[config.mk]
export PLATFORM = sky130hd
export DESIGN_NAME = image_mem_streamer_flat
export DESIGN_NICKNAME = d
export VERILOG_FILES = /design/src/rtl/image_mem_streamer_if.sv /design/src/rtl/image_mem_streamer.sv /design/src/flat_wrapper.sv
export SDC_FILE = /design/constraint.sdc
export NUM_CORES = 1
export LEC_CHECK = 0
export ABC_AREA = 0
export BUFFER_PORTS_ARGS = -buffer_cell sky130_fd_sc_hd__buf_2
export CAP_MARGIN = 20
export CORE_ASPECT_RATIO = 1.2
export CORE_MARGIN = 5
export CORE_UTILIZATION = 30
export CTS_BUF_LIST = sky130_fd_sc_hd__clkbuf_4 sky130_fd_sc_hd__clkbuf_8
export CTS_CLUSTER_DIAMETER = 50
export DETAILED_ROUTE_END_ITERATION = 6
export HOLD_SLACK_MARGIN = 0.02
export PLACE_DENSITY = 0.62
export SYNTH_ARGS = -nofsm -noshare
export SYNTH_HDL_FRONTEND = slang
export SYNTH_SLANG_ARGS = --single-unit
export TNS_END_PERCENT = 10
[constraint.sdc]
create_clock -name clk -period 2.05 [get_ports clk]
set_input_delay 0 -clock clk [delete_from_list [all_inputs] [get_ports clk]]
set_output_delay 0 -clock clk [all_outputs]
set_load 0.01 [all_outputs]
[src/rtl/image_mem_streamer_if.sv]
// image_mem_streamer_if: bus bundle between the frame streamer, the image RAM
// read port and the downstream pixel consumer.
//   start/done          : frame request and completion pulse
//   mem_addr/mem_data   : RAM read address and combinational read data
//   mem_busy            : streamer owns the RAM address bus
//   pix_data/valid/ready/last (+pix_eol with STREAMER_EOL_EN) : pixel stream
// Optional macro: STREAMER_EOL_EN adds pix_eol.
interface image_mem_streamer_if #(
  parameter int RAM_WIDTH     = 8,
  parameter int RAM_ADDR_BITS = 10
);
  logic                     start;
  logic                     done;
  logic [RAM_ADDR_BITS-1:0] mem_addr;
  logic [RAM_WIDTH-1:0]     mem_data;
  logic                     mem_busy;
  logic [RAM_WIDTH-1:0]     pix_data;
  logic                     pix_valid;
  logic                     pix_ready;
  logic                     pix_last;
`ifdef STREAMER_EOL_EN
  logic                     pix_eol;
`endif

  modport master (
    input  start, mem_data, pix_ready,
    output done, mem_addr, mem_busy, pix_data, pix_valid, pix_last
`ifdef STREAMER_EOL_EN
    , pix_eol
`endif
  );

  modport slave (
    output start, mem_data, pix_ready,
    input  done, mem_addr, mem_busy, pix_data, pix_valid, pix_last
`ifdef STREAMER_EOL_EN
    , pix_eol
`endif
  );
endinterface

[src/rtl/image_mem_streamer.sv]
// image_mem_streamer: read-side master of the single-port image RAM. On a
// start pulse it scans addresses 0..NUM_PIXELS-1 and emits them as a
// valid/ready pixel stream, holding mem_busy while it owns the address bus.
// Ports:
//   clk   : clock, rising edge
//   reset : synchronous, active-high
//   bus   : image_mem_streamer_if.master (start/done, RAM read port, pixel stream)
// Optional macro: STREAMER_EOL_EN adds a line counter, the LINE_WIDTH
// parameter and the pix_eol output.
// All outputs are registered.
module image_mem_streamer #(
  parameter int RAM_WIDTH     = 8,
  parameter int RAM_ADDR_BITS = 10,
  parameter int NUM_PIXELS    = 1024
`ifdef STREAMER_EOL_EN
  , parameter int LINE_WIDTH  = 32
`endif
) (
  input logic                  clk,
  input logic                  reset,
  image_mem_streamer_if.master bus
);

  // Terminal address is a compare, so a full 2**RAM_ADDR_BITS frame never
  // depends on counter wrap.
  localparam logic [RAM_ADDR_BITS-1:0] LAST_ADDR = RAM_ADDR_BITS'(NUM_PIXELS - 1);

  typedef enum logic [1:0] {IDLE, RUN, DRAIN} state_t;

  state_t                   state_q;
  logic [RAM_ADDR_BITS-1:0] addr_q;
  logic [RAM_WIDTH-1:0]     data_q;
  logic                     valid_q, last_q, done_q, busy_q;

  // Output register may take a new pixel when empty or being drained.
  logic load;
  logic at_last;
  assign load    = !valid_q || bus.pix_ready;
  assign at_last = (addr_q == LAST_ADDR);

`ifdef STREAMER_EOL_EN
  localparam int LW_BITS = (LINE_WIDTH > 1) ? $clog2(LINE_WIDTH) : 1;
  localparam logic [LW_BITS-1:0] LINE_LAST = LW_BITS'(LINE_WIDTH - 1);
  logic [LW_BITS-1:0] line_q;
  logic               eol_q;
`endif

  always_ff @(posedge clk) begin
    if (reset) begin
      state_q <= IDLE;
      addr_q  <= '0;
      data_q  <= '0;
      valid_q <= 1'b0;
      last_q  <= 1'b0;
      done_q  <= 1'b0;
      busy_q  <= 1'b0;
`ifdef STREAMER_EOL_EN
      line_q  <= '0;
      eol_q   <= 1'b0;
`endif
    end else begin
      done_q <= 1'b0;
      case (state_q)
        IDLE: begin
          if (bus.start) begin
            state_q <= RUN;
            addr_q  <= '0;
            busy_q  <= 1'b1;
`ifdef STREAMER_EOL_EN
            line_q  <= '0;
`endif
          end
        end
        RUN: begin
          if (load) begin
            data_q  <= bus.mem_data;
            valid_q <= 1'b1;
            last_q  <= at_last;
            if (at_last) begin
              state_q <= DRAIN;
              addr_q  <= '0;
            end else begin
              addr_q  <= addr_q + 1'b1;
            end
`ifdef STREAMER_EOL_EN
            eol_q  <= at_last || (line_q == LINE_LAST);
            line_q <= (line_q == LINE_LAST) ? '0 : line_q + 1'b1;
`endif
          end
        end
        DRAIN: begin
          // Final pixel is held until the consumer takes it.
          if (bus.pix_ready) begin
            state_q <= IDLE;
            valid_q <= 1'b0;
            last_q  <= 1'b0;
            busy_q  <= 1'b0;
            done_q  <= 1'b1;
`ifdef STREAMER_EOL_EN
            eol_q   <= 1'b0;
`endif
          end
        end
        default: state_q <= IDLE;
      endcase
    end
  end

  assign bus.mem_addr  = addr_q;
  assign bus.mem_busy  = busy_q;
  assign bus.pix_data  = data_q;
  assign bus.pix_valid = valid_q;
  assign bus.pix_last  = last_q;
  assign bus.done      = done_q;
`ifdef STREAMER_EOL_EN
  assign bus.pix_eol   = eol_q;
`endif

endmodule

[src/flat_wrapper.sv]
// flat-port wrapper written by rule: the top's interface ports become plain ports
module image_mem_streamer_flat 
#(
  parameter int RAM_WIDTH     = 8,
  parameter int RAM_ADDR_BITS = 10,
  parameter int NUM_PIXELS    = 1024

)
  (clk, reset, bus_start, bus_mem_data, bus_pix_ready, bus_done, bus_mem_addr, bus_mem_busy, bus_pix_data, bus_pix_valid, bus_pix_last);
  image_mem_streamer_if #(.RAM_WIDTH(RAM_WIDTH), .RAM_ADDR_BITS(RAM_ADDR_BITS)) bus_i ();
  input logic clk;
  input logic reset;
  input wire logic [$bits(bus_i.start)-1:0] bus_start;
  input wire logic [$bits(bus_i.mem_data)-1:0] bus_mem_data;
  input wire logic [$bits(bus_i.pix_ready)-1:0] bus_pix_ready;
  output wire logic [$bits(bus_i.done)-1:0] bus_done;
  output wire logic [$bits(bus_i.mem_addr)-1:0] bus_mem_addr;
  output wire logic [$bits(bus_i.mem_busy)-1:0] bus_mem_busy;
  output wire logic [$bits(bus_i.pix_data)-1:0] bus_pix_data;
  output wire logic [$bits(bus_i.pix_valid)-1:0] bus_pix_valid;
  output wire logic [$bits(bus_i.pix_last)-1:0] bus_pix_last;
  assign bus_i.start = bus_start;
  assign bus_i.mem_data = bus_mem_data;
  assign bus_i.pix_ready = bus_pix_ready;
  assign bus_done = bus_i.done;
  assign bus_mem_addr = bus_i.mem_addr;
  assign bus_mem_busy = bus_i.mem_busy;
  assign bus_pix_data = bus_i.pix_data;
  assign bus_pix_valid = bus_i.pix_valid;
  assign bus_pix_last = bus_i.pix_last;
  image_mem_streamer #(.RAM_WIDTH(RAM_WIDTH), .RAM_ADDR_BITS(RAM_ADDR_BITS), .NUM_PIXELS(NUM_PIXELS)) u_core (.clk(clk), .reset(reset), .bus(bus_i));
endmodule
; ---- Word level (Yosys, flattened, before mapping)
; Index checks and enable logic that the tools add are counted.
[op_classes]
n_reduce_logical = 12
n_eq_ne = 7
bitwise_logic = 1
add_sub_neg = 1
muxes = 17
[op_table]
columns = operator, n
row1 = 10-bit two-way mux, 3
row2 = 10-bit one-hot mux with 2 select lines, 1
row3 = 10-bit by 1-bit adder with 10-bit output (second input constant), 1
row4 = 10-bit equality test (second input constant), 1
row5 = 3-bit AND reduction, 3
row6 = 2-bit two-way mux, 4
row7 = 1-bit one-hot mux with 2 select lines, 3
row8 = 2-bit one-hot mux with 3 select lines, 1
row9 = 2-bit nonzero test, 3
row10 = 1-bit two-way mux, 5
row11 = 2-bit by 1-bit != test with 1-bit output (second input constant), 2
row12 = 2-bit != test (second input constant), 2
row13 = 4-bit AND reduction, 1
row14 = 2-bit by 1-bit equality test with 1-bit output (second input constant), 1
row15 = 2-bit equality test (second input constant), 1
row16 = 2-bit zero test, 1
row17 = 2-bit AND reduction, 1
row18 = 2-bit OR reduction, 1
row19 = 1-bit zero test, 1
row20 = 1-bit logical OR, 1
row21 = 1-bit inverter, 1
[word_totals]
out_inout_bits = 22
in_bits = 12
reg_bits = 24

; ---- Logic depth before layout (Yosys ltp)
[logic_depth]
ltp_word = 4
depth_mapped = 6
depth_no_buf = 5

; ---- Least setup slack after synthesis
; Ideal clock, no wire load.
[synth_timing]
kind = register to register
startpoint = reg u_core.addr_q[0] (netlist: u_core.bus.mem_addr[0])
endpoint = reg u_core.last_q (netlist: u_core.bus.pix_last)
stages_incl_launch_ff = 6
slack_ps = 606
t_arrival_ps = 1374
path_buffers = 0
cell_sequence = dfxtp_1 > ha_1 > and4_1 > nand3_1 > or3_1 > a21oi_1
[synth_between]
elab_chain_cells = 3
[synth_lines]
columns = element, line
row1 = start: declaration, image_mem_streamer.sv:31  ; logic [RAM_ADDR_BITS-1:0] addr_q;
row2 = start signal: assignment, image_mem_streamer.sv:83  ; addr_q <= addr_q + 1'b1;
row3 = 10-bit equality test, image_mem_streamer.sv:39  ; assign at_last = (addr_q == LAST_ADDR);
row4 = 1-bit two-way mux, image_mem_streamer.sv:75  ; if (load) begin
row5 = 1-bit one-hot mux with 2 select lines, image_mem_streamer.sv:63  ; case (state_q)
row6 = end signal: assignment, image_mem_streamer.sv:78  ; last_q <= at_last;
row7 = end: declaration, image_mem_streamer.sv:33  ; logic valid_q, last_q, done_q, busy_q;
; No other way between the ends. The select of a mux whose other input is x is not followed.
; A chain may end at the register's enable or synchronous reset.

; ---- Worst setup path after layout
[layout_timing]
startpoint = reg u_core.state_q[0]
endpoint = reg u_core.addr_q[4] (netlist: u_core.bus.mem_addr[4])
[layout_between]
elab_chain_cells = 3
[layout_lines]
columns = element, line
row1 = start: declaration, image_mem_streamer.sv:30  ; state_t state_q;
row2 = start signal: assignment, image_mem_streamer.sv:50  ; state_q <= IDLE;
row3 = start signal: assignment, image_mem_streamer.sv:66  ; state_q <= RUN;
row4 = start signal: assignment, image_mem_streamer.sv:80  ; state_q <= DRAIN;
row5 = 2-bit by 1-bit equality test with 1-bit output / 2-bit zero test (equally long branches), image_mem_streamer.sv:63
row6 = 2-bit by 1-bit != test with 1-bit output (no source line) (tied with other cells), -
row7 = 3-bit AND reduction (no source line), -
; Several ways; a longest one is shown, not always the timed one.

==> results.toml <==
[global_routing]
grt_pass1_vias = 893
grtUsageTotal_pct = 10.1
grt_pass1_wl_um = 3920
antenna_found_initial = 0
grt_start_max_net_pins = 17
grt_overflow_total = 0

[placement]
dp_slack_ps = 471
placed_cell_area_um2 = 1250
port_buffers = 33
gp_congestion = 0.811
dp_hpwl_um = 1770

[clock_network]
post_cts_resized = 0
htreeDepth = 1
cts_tree = "built"
cts.sinks = 24
clk_pin_slew_ps = 80
post-cts-setup-buffers = 0
clock_latency_ps = 260
clockBufferDepth = 2
cts_root_buf = "clkbuf_8"
cts_made_buffers = 3

[power_and_ir_drop]
pwr_density_cell_nw_per_um2 = 724
pwr-share-seq_pct = 48.8
comb_power_share_pct = 11.7
sw_frac_of_total_pct = 21.6
p_switching_uw = 221
ir_worst_vdd_mv = 0.354
power_frac_clock_pct = 39.5
leakagePower_nw = 0.616
p_int_uw = 803

[timing]
fin_tns_setup_ps = 0
finalCritPeriodShare_pct = 78.9
slew_viol_final = 0
clock.fmax_ghz = 0.618
finalSetupViolations = 0
tightest_slew_ps = 380
relSlewSlack_pct = 74.7
skew_ps = 3.14
hold_viol_final = 0
post-route-min-period_ps = 1620
holdWs_ps = 60.5
fin_ws_ps = 432
rsz0062_at_grt = "false"

[routing]
drt-wirelength-per-cell_um = 12.3
vias = 931
drtAntennaViolNets = 0
drt_iter0_drc = 32
wl_um = 2380
route.detailed.drc = 0
drt-pass1-iter-count = 4
via_per_inst = 4.80

[finish]
syn_to_final_growth_pct = 31.9
multi_input_area_um2 = 557
ff_latch_area_um2 = 480
finalNetCount = 171
n_antenna_cell = 0
drive_gt1_share_pct = 26.1
fill_cells = 351
finish.instance_area_um2 = 1410

[setup_path]
endpoint_kind = "flip-flop"
cp_max_fo = 10
cp-start-kind = "flip-flop"
critPathMaxStageDelay_ps = 480
path_cells = "o21ba_1, nand2_1, o21bai_2, nor2_1"
path_class = "reg2reg"
crit_required_ps = 2190
r2r_cells = 4
critPathArrivalTime_ps = 1760
crit_slowest_cell = "dfxtp_1"

[synth]
synthTopCellsByArea = "dfxtp_1 (45%), mux2i_1 (7.5%), nor2_1 (6.3%)"
syn_inst = 115
synth_top_cell_area_share_pct = 44.8
synth_nets = 128
syn_area_um2 = 1070
ys_types = 35
ys_seq_area_share_pct = 44.8
synth_top_area_cell = "dfxtp_1"
ys_warn_count = 0
ys_seq_elements = 24
syn_area_per_cell_um2 = 9.32

[floorplan]
ios = 34
rows = 23
die_y_um = 75.5
start_util_pct = 31.6
core_area_um2 = 3400
die_area_um2 = 4870
die_width_um = 64.6

[min_path]
worstHoldPathType = "in2reg"
hold_depth = 3

[outcome]
outcome = "complete, no violations"

[run]
drv_cap = 0
Yosys cell counts (all sizes together):
cell and number:
dfxtp 24, o21a 1, a211oi 2, and2 2, nand2 7, nand3b 2, buf 3, nand3 5
mux2i 8, or3 4, nor2b 1, and3 3, xnor2 1, clkbuf 1, o211ai 1, and4 2
nand2b 1, xor2 5, a2bb2oi 1, nor3 1, inv 1, nor2 19, ha 1, nor3b 1
a31oi 1, o21ai 4, o31ai 1, o21bai 1, o21ba 1, nand4 4, a21oi 6
timing repair:
item,CTS,global route
hold endpoints to repair,9,0
hold buffers,9,0
setup endpoints to repair,0,0
flip-flops by register name, summed over array words and instances, names as in the netlist:
| name | count |
|---|---|
| u_core.bus.done | 1 |
| u_core.bus.mem_addr | 10 |
| u_core.bus.mem_busy | 1 |
| u_core.bus.pix_data | 8 |
| u_core.bus.pix_last | 1 |
| u_core.bus.pix_valid | 1 |
| u_core.state_q | 2 |
per-layer routing:
| metal | part of all wire [%] | routed length [um] | track usage, % | up-vias |
|---|---|---|---|---|
| li1 | - | - | - | 490 |
| met1 | 45 | 1080 | 12.7 | 422 |
| met2 | 49 | 1180 | 17.0 | 17 |
| met3 | 5.0 | 119 | 2.36 | 2 |
| met4 | 0.34 | 8 | 3.52 | 0 |
| met5 | 0 | 0 | 0 | - |
worst paths after layout:
kind / startpoint / endpoint / slack [ps]
max: u_core.state_q[0]$_SDFFE_PP0P_ / u_core.bus.mem_addr[4]$_SDFFE_PP0P_ / 430
min: bus_pix_ready / u_core.bus.done$_SDFF_PP0_ / 60
max reg2reg: u_core.state_q[0]$_SDFFE_PP0P_ / u_core.bus.mem_addr[4]$_SDFFE_PP0P_ / 430
min reg2reg: u_core.bus.pix_last$_SDFFE_PP0P_ / u_core.bus.pix_last$_SDFFE_PP0P_ / 490
logic make-up (layout without fill, tap and decap cells):
logic type | after synthesis | in the layout | share of synthesized area, %
flip-flops | 24 | 24 | 44.8
adder cells (fa/ha/maj) | 1 | 1 | 1.17
multiplexers | 8 | 8 | 7.47
AND/OR/NAND/NOR | 52 | 52 | 26.8
XOR/XNOR | 6 | 6 | 4.90
AO/OA/AOI/OAI | 19 | 19 | 11.6
buffers and inverters | 5 | 47 | 3.27
per-stage QoR:
stage	util, %	cells	total power [mW]
after floorplan	-	115	0.580
after global routing	41.6	194	1.07
after CTS	41.6	194	1.04
after global placement	36.9	181	0.615
after detailed placement	36.9	181	0.618
final	41.6	194	1.02
worst max-delay path, delay by kind of cell, from the launching register on:
family | cells | cell delay, ps
AO/OA/AOI/OAI | 2 | 770
flip-flops | 1 | 480
AND/OR/NAND/NOR | 2 | 250
power groups by stage:
stage | Combinational (mW) | Sequential [mW] | Clock (mW)
after floorplan | 0.0663 | 0.514 | 0
after global placement | 0.106 | 0.509 | 0
after detailed placement | 0.108 | 0.510 | 0
after CTS | 0.121 | 0.500 | 0.420
after global routing | 0.133 | 0.503 | 0.436
final | 0.120 | 0.500 | 0.404
cell usage in the layout, fill, tap and decap left out, types with 3 or more instances in the layout:
cell,n
nor2_1,18
xor2_1,5
mux2i_1,8
nand4_1,3
clkbuf_8,3
dlygate4sd3_1,9
or3_1,4
nand3_1,5
and3_1,3
dfxtp_1,24
o21ai_0,4
a21oi_1,6
buf_2,33
nand2_1,7
cell type report:
class / instances / area share [%]
timing repair buffer: 42 / 18.1
tap: 37 / 3.27
multi-input combinational: 86 / 39.4
clock buffer: 3 / 2.92
inverter: 1 / 0.265
sequential: 24 / 34.0
clock inverter: 1 / 2.12
No activity file was read; power rests on OpenSTA's default activity.
